===== src/rtl/store_unit_if.sv =====
// Bundles the MEM-stage store port and the data-memory write port of store_unit.
// The slave side is the store unit; the master side is the core plus memory.
interface store_unit_if #(
    parameter int DEPTH = 2
);
    localparam int CNT_W = $clog2(DEPTH) + 1;

    logic             st_valid;
    logic [1:0]       st_type;
    logic [31:0]      st_addr;
    logic [31:0]      st_data;
    logic             st_ready;
    logic             st_misalign;
    logic             mem_req;
    logic [31:0]      mem_addr;
    logic [31:0]      mem_wdata;
    logic [3:0]       mem_wstrb;
    logic             mem_ack;
    logic [CNT_W-1:0] buf_count;
    logic             buf_empty;

    modport master (
        output st_valid, st_type, st_addr, st_data, mem_ack,
        input  st_ready, st_misalign, mem_req, mem_addr, mem_wdata, mem_wstrb,
               buf_count, buf_empty
    );

    modport slave (
        input  st_valid, st_type, st_addr, st_data, mem_ack,
        output st_ready, st_misalign, mem_req, mem_addr, mem_wdata, mem_wstrb,
               buf_count, buf_empty
    );
endinterface


===== src/rtl/store_unit.sv =====
// Formats SB/SH/SW stores into word-aligned data plus byte strobes, queues them
// in a small FIFO store buffer and drains them to memory over req/ack.
module store_unit #(
    parameter int DEPTH = 2
) (
    input  logic         clk,
    input  logic         rst,
    store_unit_if.slave  bus
);
    localparam int CNT_W = $clog2(DEPTH) + 1;
    localparam int IDX_W = $clog2(DEPTH);

    logic [CNT_W-1:0] wr_ptr_reg;
    logic [CNT_W-1:0] rd_ptr_reg;
    logic [29:0]      addr_mem [DEPTH];
    logic [31:0]      data_mem [DEPTH];
    logic [3:0]       strb_mem [DEPTH];

    logic [IDX_W-1:0] wr_idx;
    logic [IDX_W-1:0] rd_idx;
    logic             full;
    logic             empty;
    logic             bad_align;
    logic [31:0]      fmt_wdata;
    logic [3:0]       fmt_strb;
    logic             push;
    logic             pop;

    assign wr_idx = wr_ptr_reg[IDX_W-1:0];
    assign rd_idx = rd_ptr_reg[IDX_W-1:0];
    assign full   = (wr_ptr_reg[CNT_W-1] != rd_ptr_reg[CNT_W-1]) && (wr_idx == rd_idx);
    assign empty  = (wr_ptr_reg == rd_ptr_reg);

    always_comb begin
        fmt_wdata = bus.st_data;
        fmt_strb  = 4'b1111;
        bad_align = 1'b0;
        case (bus.st_type)
            2'b00: begin
                fmt_wdata = {4{bus.st_data[7:0]}};
                fmt_strb  = 4'b0001 << bus.st_addr[1:0];
            end
            2'b01: begin
                fmt_wdata = {2{bus.st_data[15:0]}};
                fmt_strb  = bus.st_addr[1] ? 4'b1100 : 4'b0011;
                bad_align = bus.st_addr[0];
            end
            2'b10:   bad_align = (bus.st_addr[1:0] != 2'b00);
            default: bad_align = 1'b1;
        endcase
    end

    assign bus.st_misalign = bus.st_valid && bad_align;
    assign bus.st_ready    = !full;
    // full comes from registered pointers, so a same-cycle pop never frees a slot early
    assign push = bus.st_valid && !full && !bad_align;
    assign pop  = !empty && bus.mem_ack;

    generate
        for (genvar gi = 0; gi < DEPTH; gi++) begin : g_entry
            always_ff @(posedge clk) begin
                if (push && (wr_idx == IDX_W'(gi))) begin
                    addr_mem[gi] <= bus.st_addr[31:2];
                    data_mem[gi] <= fmt_wdata;
                    strb_mem[gi] <= fmt_strb;
                end
            end
        end
    endgenerate

    always_ff @(posedge clk or posedge rst) begin
        if (rst) begin
            wr_ptr_reg <= '0;
            rd_ptr_reg <= '0;
        end else begin
            if (push) wr_ptr_reg <= wr_ptr_reg + 1'b1;
            if (pop)  rd_ptr_reg <= rd_ptr_reg + 1'b1;
        end
    end

    assign bus.mem_req   = !empty;
    assign bus.mem_addr  = empty ? 32'h0 : {addr_mem[rd_idx], 2'b00};
    assign bus.mem_wdata = empty ? 32'h0 : data_mem[rd_idx];
    assign bus.mem_wstrb = empty ? 4'h0  : strb_mem[rd_idx];
    assign bus.buf_count = wr_ptr_reg - rd_ptr_reg;
    assign bus.buf_empty = empty;
endmodule


===== src/flat_wrapper.sv =====
// flat-port wrapper written by rule: the top's interface ports become plain ports
module store_unit_flat 
#(
    parameter int DEPTH = 2
)
  (clk, rst, bus_st_valid, bus_st_type, bus_st_addr, bus_st_data, bus_mem_ack, bus_st_ready, bus_st_misalign, bus_mem_req, bus_mem_addr, bus_mem_wdata, bus_mem_wstrb, bus_buf_count, bus_buf_empty);
  store_unit_if #(.DEPTH(DEPTH)) bus_i ();
  input  logic clk;
  input  logic rst;
  input wire logic [$bits(bus_i.st_valid)-1:0] bus_st_valid;
  input wire logic [$bits(bus_i.st_type)-1:0] bus_st_type;
  input wire logic [$bits(bus_i.st_addr)-1:0] bus_st_addr;
  input wire logic [$bits(bus_i.st_data)-1:0] bus_st_data;
  input wire logic [$bits(bus_i.mem_ack)-1:0] bus_mem_ack;
  output wire logic [$bits(bus_i.st_ready)-1:0] bus_st_ready;
  output wire logic [$bits(bus_i.st_misalign)-1:0] bus_st_misalign;
  output wire logic [$bits(bus_i.mem_req)-1:0] bus_mem_req;
  output wire logic [$bits(bus_i.mem_addr)-1:0] bus_mem_addr;
  output wire logic [$bits(bus_i.mem_wdata)-1:0] bus_mem_wdata;
  output wire logic [$bits(bus_i.mem_wstrb)-1:0] bus_mem_wstrb;
  output wire logic [$bits(bus_i.buf_count)-1:0] bus_buf_count;
  output wire logic [$bits(bus_i.buf_empty)-1:0] bus_buf_empty;
  assign bus_i.st_valid = bus_st_valid;
  assign bus_i.st_type = bus_st_type;
  assign bus_i.st_addr = bus_st_addr;
  assign bus_i.st_data = bus_st_data;
  assign bus_i.mem_ack = bus_mem_ack;
  assign bus_st_ready = bus_i.st_ready;
  assign bus_st_misalign = bus_i.st_misalign;
  assign bus_mem_req = bus_i.mem_req;
  assign bus_mem_addr = bus_i.mem_addr;
  assign bus_mem_wdata = bus_i.mem_wdata;
  assign bus_mem_wstrb = bus_i.mem_wstrb;
  assign bus_buf_count = bus_i.buf_count;
  assign bus_buf_empty = bus_i.buf_empty;
  store_unit #(.DEPTH(DEPTH)) u_core (.clk(clk), .rst(rst), .bus(bus_i));
endmodule

===== config.mk =====
export PLATFORM = sky130hd
export DESIGN_NAME = store_unit_flat
export DESIGN_NICKNAME = d
export VERILOG_FILES = /design/src/rtl/store_unit_if.sv /design/src/rtl/store_unit.sv /design/src/flat_wrapper.sv
export SDC_FILE = /design/constraint.sdc
export NUM_CORES = 1
export LEC_CHECK = 0
export CORE_AREA = 2 2 111 113
export DETAILED_ROUTE_END_ITERATION = 8
export DIE_AREA = 0 0 113 115
export PLACE_DENSITY = 0.79
export SLEW_MARGIN = 30
export SYNTH_ARGS = -nofsm -noshare
export SYNTH_HDL_FRONTEND = slang
export SYNTH_SLANG_ARGS = --single-unit

===== constraint.sdc =====
create_clock -name clk -period 5.3 [get_ports clk]
set_clock_uncertainty 0.05 [all_clocks]
set_input_delay 0.795 -clock clk [delete_from_list [all_inputs] [get_ports clk]]
set_output_delay 0.795 -clock clk [all_outputs]
set_load 0.01 [all_outputs]

==> results of run 1 <==
worst max-delay path: stages, from the launching register on:
cell and delay [ps]:
dfrtp_4 700, ha_1 450, nand2_2 90, inv_4 510, nor2_1 120, clkdlybuf4s50_1 530
layout make-up:
type	instances	area (um^2)
clock buffer	17	425
clock inverter	15	199
fill	849	3990
inverter	5	21.3
multi-input combinational	201	1460
sequential	136	4070
tap	147	184
timing repair buffer	145	1470
stage by stage:
step | setup slack (ps) | hold WS, ps | total power [uW] | util | instances
floorplan | 692 | 438 | 2580 | - | 363
global placement | 1550 | 488 | 3590 | 0.609 | 634
detailed placement | 1410 | 494 | 3630 | 0.609 | 634
CTS | 1560 | 507 | 4860 | 0.662 | 666
global route | 1410 | 538 | 5070 | 0.662 | 666
finish | 1610 | 503 | 4800 | 0.662 | 666
power groups by stage:
stage          clock, uW  sequential [uW]  combinational, uW
2_1_floorplan          0             1460               1130
5_1_grt             1290             1510               2260
6_report            1210             1490               2100
3_3_place_gp           0             1510               2090
4_1_cts             1230             1500               2130
3_5_place_dp           0             1520               2110
cell families (layout without fill, tap and decap cells):
family / after synthesis / after routing / synth area share
fa+ha+maj: 1 / 1 / 0.00221
compound gates: 17 / 17 / 0.0184
buf+inv: 26 / 182 / 0.0272
mux: 92 / 92 / 0.167
other cells: 1 / 2 / 0.000663
flops: 136 / 136 / 0.718
simple gates: 83 / 83 / 0.0573
xor+xnor: 6 / 6 / 0.00929
metal layers:
metal | GRT usage | vias to the layer above
met3 | 0.0485 | 8
met1 | 0.207 | 1649
met5 | 0 | -
li1 | - | 1622
met2 | 0.304 | 127
met4 | 0.0805 | 0
layout by cell type (no fill, tap or decap):
master / n
clkdlybuf4s50_1: 141
edfxtp_1: 132
mux2i_1: 75
nor2_1: 67
mux2_2: 17
clkbuf_16: 17
o21ai_0: 9
nand2_1: 9
xnor2_1: 5
inv_1: 4
o21bai_1: 4
bufinv_16: 4
clkinvlp_4: 3
clkinv_4: 3
dfrtp_1: 3
o211ai_1: 2
nor2_4: 2
conb_1: 2
inv_6: 2
clkinv_1: 2
buf_12: 2
buf_4: 2
xor2_1: 1
a21oi_1: 1
nor3_1: 1
o221ai_1: 1
nor2_2: 1
nand2_2: 1
inv_4: 1
nor2b_1: 1
nor3b_1: 1
ha_1: 1
clkinv_2: 1
dfrtp_4: 1
path summary, 6_finish.rpt:
kind / to / slack [ps] / start
max in group asynchronous: u_core.rd_ptr_reg[0] / 4470 / rst
max: bus_mem_wdata[26] / 1610 / u_core.rd_ptr_reg[0]
min reg2reg: u_core.rd_ptr_reg[1] / 500 / u_core.rd_ptr_reg[1]
max reg2reg: u_core.data_mem[0][31] / 2200 / u_core.rd_ptr_reg[0]
min in group asynchronous: u_core.wr_ptr_reg[0] / 550 / rst
min: u_core.rd_ptr_reg[1] / 500 / u_core.rd_ptr_reg[1]
==> out/results.tsv, run 1 <==
metric	value	unit
ys async rst share	0.0294	
Seq/Total Area, Yosys	0.718	
largest net degree at the start of global routing	68	
area leader, netlist	edfxtp_1	
Max-Slew Margin vs Limit	0.445	
Met3 Wirelength	608	um
number of flip-flops in the largest register	64	
Slew @ Worst Pin	831	ps
total length of routed wires	11100	um
root buffer cell	clkbuf_16	
placed inst area	0.00720	mm^2
Slew Limit Fails	0	
# IOs	144	
cts hold-fix bufs	0	
FMAX	0.271	GHz
clock power share	0.252	
net switching power	1530	uW
Port Buf Inserts	141	
ant diodes	0	
most frequent cell after synthesis	edfxtp_1	
Cell variety after synth	26	
startpoint types	flop	
CTS Buffer Depth	2	
DIE AREA	0.0130	mm^2
EDFF count, synth	132	
Peak VDD IR	0.368	mV
Comb pwr share	0.437	
initial antenna violation count	0	
Pwr Density	614	mW/mm^2
Setup Buffers After CTS	0	
failing checks	design-rule violations	
number of global-route vias before repair	3482	
biggest regs	u_core.data_mem x64, u_core.addr_mem x60, u_core.strb_mem x8	
Routed wire per std cell	16.6	um
Worst EP required	4450	ps
Final Hold Fails	0	
Final Cycle Share	0.696	
initial core utilization	0.479	
WHS Path Cells	1	
First DRT Iteration DRCs	189	
critical path class	reg2out	
clock latency on the worst-skew pair	400	ps
Top reg by flops	u_core.data_mem	
H-tree depth	4	
Avg Cell Area, Syn	15.6	um^2
Placer Congestion	0.800	
Final setup viols	0	
critical-path maximum fanout	67	
Cell Area, Synth	0.00566	mm^2
top routing layer in use	met4	
DR vias	3406	
Remaining DRCs	10	
Num CTS Buffers	17	
R2R depth	5	
Cells after Synth	362	
CP endpoint kind	output pin	
number of synthesized register bits	136	
core area	0.0118	mm^2
status	finished, violations left	
Metal-1 WL	4470	um
Pre-antenna DRT Iters	6	
Synth area leaders	edfxtp_1 (70%), mux2i_1 (13%), nor2_1 (4.6%)	
first-pass GRT wire length	17200	um
hold crit path type	reg2reg	
Reg power frac	0.311	
dominant synthesized flop cell	edfxtp_1	
Global Route Usage Sum	0.176	
Die Span X	113	um
Static Leakage	0.00288	uW
CTS tree	done	
DP Wirelength	7470	um
Sw Ratio	0.318	
fraction of layout cells with a size suffix above 1	0.110	
CTS Sinks	136	
unrepaired setup endpoints after global routing	no	
Power Internal	3270	uW
minimum clock period	3690	ps
Max Cap Viol	0	
design area	0.00782	mm^2
Synth top area share	0.701	
area delta synth->final	38.3	%
met2 WL	5870	um
num rows	40	
Post-DRT Antenna Nets	0	
Sum Neg Setup Slack	0	ps
CTS clk-pin slew, worst paths	50	ps
Die Y	115	um
grt total ovfl	0	
post-CTS resize count	0	
Yosys warnings	0	
Layout Nets	577	
top cells by count, synth	edfxtp_1 (132), mux2i_1 (75), nor2_1 (69), mux2_2 (17), buf_2 (12)	
Vias/cell	5.11	
crit path DAT	2840	ps
(Power assumes the default switching activity.)
==> run 2, diff against run 1 <==
==> constraint.sdc (replaced) <==
create_clock -name clk -period 3.4 [get_ports clk]
set_clock_uncertainty 0.05 [all_clocks]
set_input_delay 0.51 -clock clk [delete_from_list [all_inputs] [get_ports clk]]
set_output_delay 0.51 -clock clk [all_outputs]
set_load 0.01 [all_outputs]
==> run 2 against run 1 <==
Effect of this change:
- the run still ends with design-rule violations left
- hold slack worse by 250 ps
- total power rose by 51%
- die area unchanged
- sequential power grew 50%
- sequential cell count unchanged
- via count decreased by 0.18%
- register-to-register slack worse by 1300 ps
- wire length shrank 0.11%
- cell count rose by 0.45%
- critical path type unchanged
- largest cell class unchanged
- highest routed layer unchanged
==> out/results.tsv, run 2 (synthesized netlist as in run 1, its figures left out) <==
metric	value	unit	change
Buf/Inv on CP	4		+2
Pre-antenna DRT Iters	6		unchanged
Remaining DRCs	10		unchanged
unrepaired setup endpoints after global routing	no		
CP endpoint kind	output pin		
R2R depth	6		+1
commonest non-fill, non-tap cells in the layout	clkdlybuf4s50_1 (141), edfxtp_1 (132), mux2i_1 (75)		
status	finished, violations left		
CTS Sinks	136		unchanged
Global Route Usage Sum	0.175		-0.000817
FMAX	0.313	GHz	
root buffer cell	clkbuf_16		
Post-DRT Antenna Nets	0		unchanged
Vias/cell	5.08		-0.62%
First DRT Iteration DRCs	169		-11%
# IOs	144		unchanged
delay-heaviest family, CP	buffers and inverters		
critical-path maximum fanout	45		-33%
biggest regs	u_core.data_mem x64, u_core.addr_mem x60, u_core.strb_mem x8		
Die Span X	113	um	unchanged
top routing layer in use	met4		
crit path DAT	2640	ps	-200 ps
initial core utilization	0.479		unchanged
Reg2Reg Capture Point	u_core.data_mem[0][6]		
core area	0.0118	mm^2	unchanged
Final Cycle Share	0.941		
initial antenna violation count	0		unchanged
Sum Neg Setup Slack	0	ps	unchanged
Hold Slack	249	ps	-254 ps
crit path cell chain	inv_1 -> ha_1 -> nand2_2 -> inv_2 -> buf_12 -> nor2_1 -> clkdlybuf4s50_1		
Max-Slew Margin vs Limit	0.592		+0.147
failing checks	design-rule violations		
area delta synth->final	36.9	%	
Top reg by flops	u_core.data_mem		
Metal-1 WL	4610	um	+3.2%
grt total ovfl	0		unchanged
clock latency on the worst-skew pair	400	ps	about the same
critical path class	reg2out		
CTS clk-pin slew, worst paths	50	ps	about the same
Slowest cell on crit path	clkdlybuf4s50_1		
Routed wire per std cell	16.5	um	-0.56%
Pwr Density	938	mW/mm^2	+53%
Slew @ Worst Pin	612	ps	-219 ps
Static Leakage	0.00287	uW	-0.55%
Placer Congestion	0.811		+1.3%
Max stage delay on crit path	480	ps	-220 ps
Layout Nets	581		+0.69%
number of flip-flops in the largest register	64		unchanged
largest net degree at the start of global routing	69		+1.5%
hold crit path type	in2async		
Num CTS Buffers	17		unchanged
Worst R2R Setup Slack	950	ps	-1250 ps
first-pass GRT wire length	17000	um	-0.73%
DR vias	3400		-0.18%
r2r startpoint	u_core.wr_ptr_reg[0]		
Final Hold Fails	0		unchanged
Peak VDD IR	0.443	mV	+20%
cts hold-fix bufs	0		unchanged
fraction of layout cells with a size suffix above 1	0.107		-0.00255
minimum clock period	3200	ps	
total length of routed wires	11100	um	-0.11%
CTS Buffer Depth	2		unchanged
Met3 Wirelength	603	um	-0.82%
Port Buf Inserts	141		unchanged
Slew Limit Fails	0		unchanged
CTS tree	done		
Setup Buffers After CTS	0		unchanged
Die Y	115	um	unchanged
CP startpoint	u_core.wr_ptr_reg[0]		
commonest non-fill, non-tap cell in the layout	clkdlybuf4s50_1		
Max Cap Viol	0		unchanged
Final setup viols	0		unchanged
ant diodes	0		unchanged
num rows	40		unchanged
met2 WL	5640	um	-4.0%
startpoint types	flop		
post-CTS resize count	0		unchanged
Worst EP required	2840	ps	-1610 ps
DIE AREA	0.0130	mm^2	unchanged
DP Wirelength	7470	um	about the same
H-tree depth	4		unchanged
number of global-route vias before repair	3449		-0.95%
-- run 2: power by group --
part	internal, uW	switching, uW
Sequential	2160	86.6
Combinational	1780	1640
Clock	982	617
-- run 2: through the flow --
stage / setup slack (ps) / cells / total power (uW) / area [um^2] / utilization
floorplan: -1050 / 363 / 4030 / 5660 / -
global placement: 678 / 638 / 5680 / 7220 / 0.612
detailed placement: 618 / 638 / 5730 / 7220 / 0.612
CTS: 195 / 669 / 7340 / 7740 / 0.656
global route: 30.2 / 669 / 7670 / 7740 / 0.656
finish: 200 / 669 / 7260 / 7740 / 0.656
-- run 2: worst max-delay path by stage --
stage / to / depth (start not counted)
2_1_floorplan: u_core.addr_mem[0][0] / 5
3_5_place_dp: u_core.addr_mem[0][5] / 5
3_3_place_gp: u_core.data_mem[0][5] / 5
6_report: bus_mem_wstrb[2] / 7
4_1_cts: bus_mem_wstrb[1] / 7
5_1_grt: bus_mem_addr[4] / 7
-- run 2: layout make-up --
| cell class | instances | area, um^2 |
|---|---|---|
| flip-flops and latches | 136 | 4070 |
| fillers | 880 | 4070 |
| repair buffers | 149 | 1500 |
| multi-input cells | 201 | 1460 |
| clock buffers | 19 | 433 |
| well taps | 147 | 184 |
| clock inverters | 12 | 86.3 |
| inverters | 5 | 18.8 |
-- run 2: routing by layer --
layer | track usage | vias up
li1 | - | 1627
met1 | 0.208 | 1640
met2 | 0.299 | 112
met3 | 0.0490 | 21
met4 | 0.0797 | 0
met5 | 0 | -
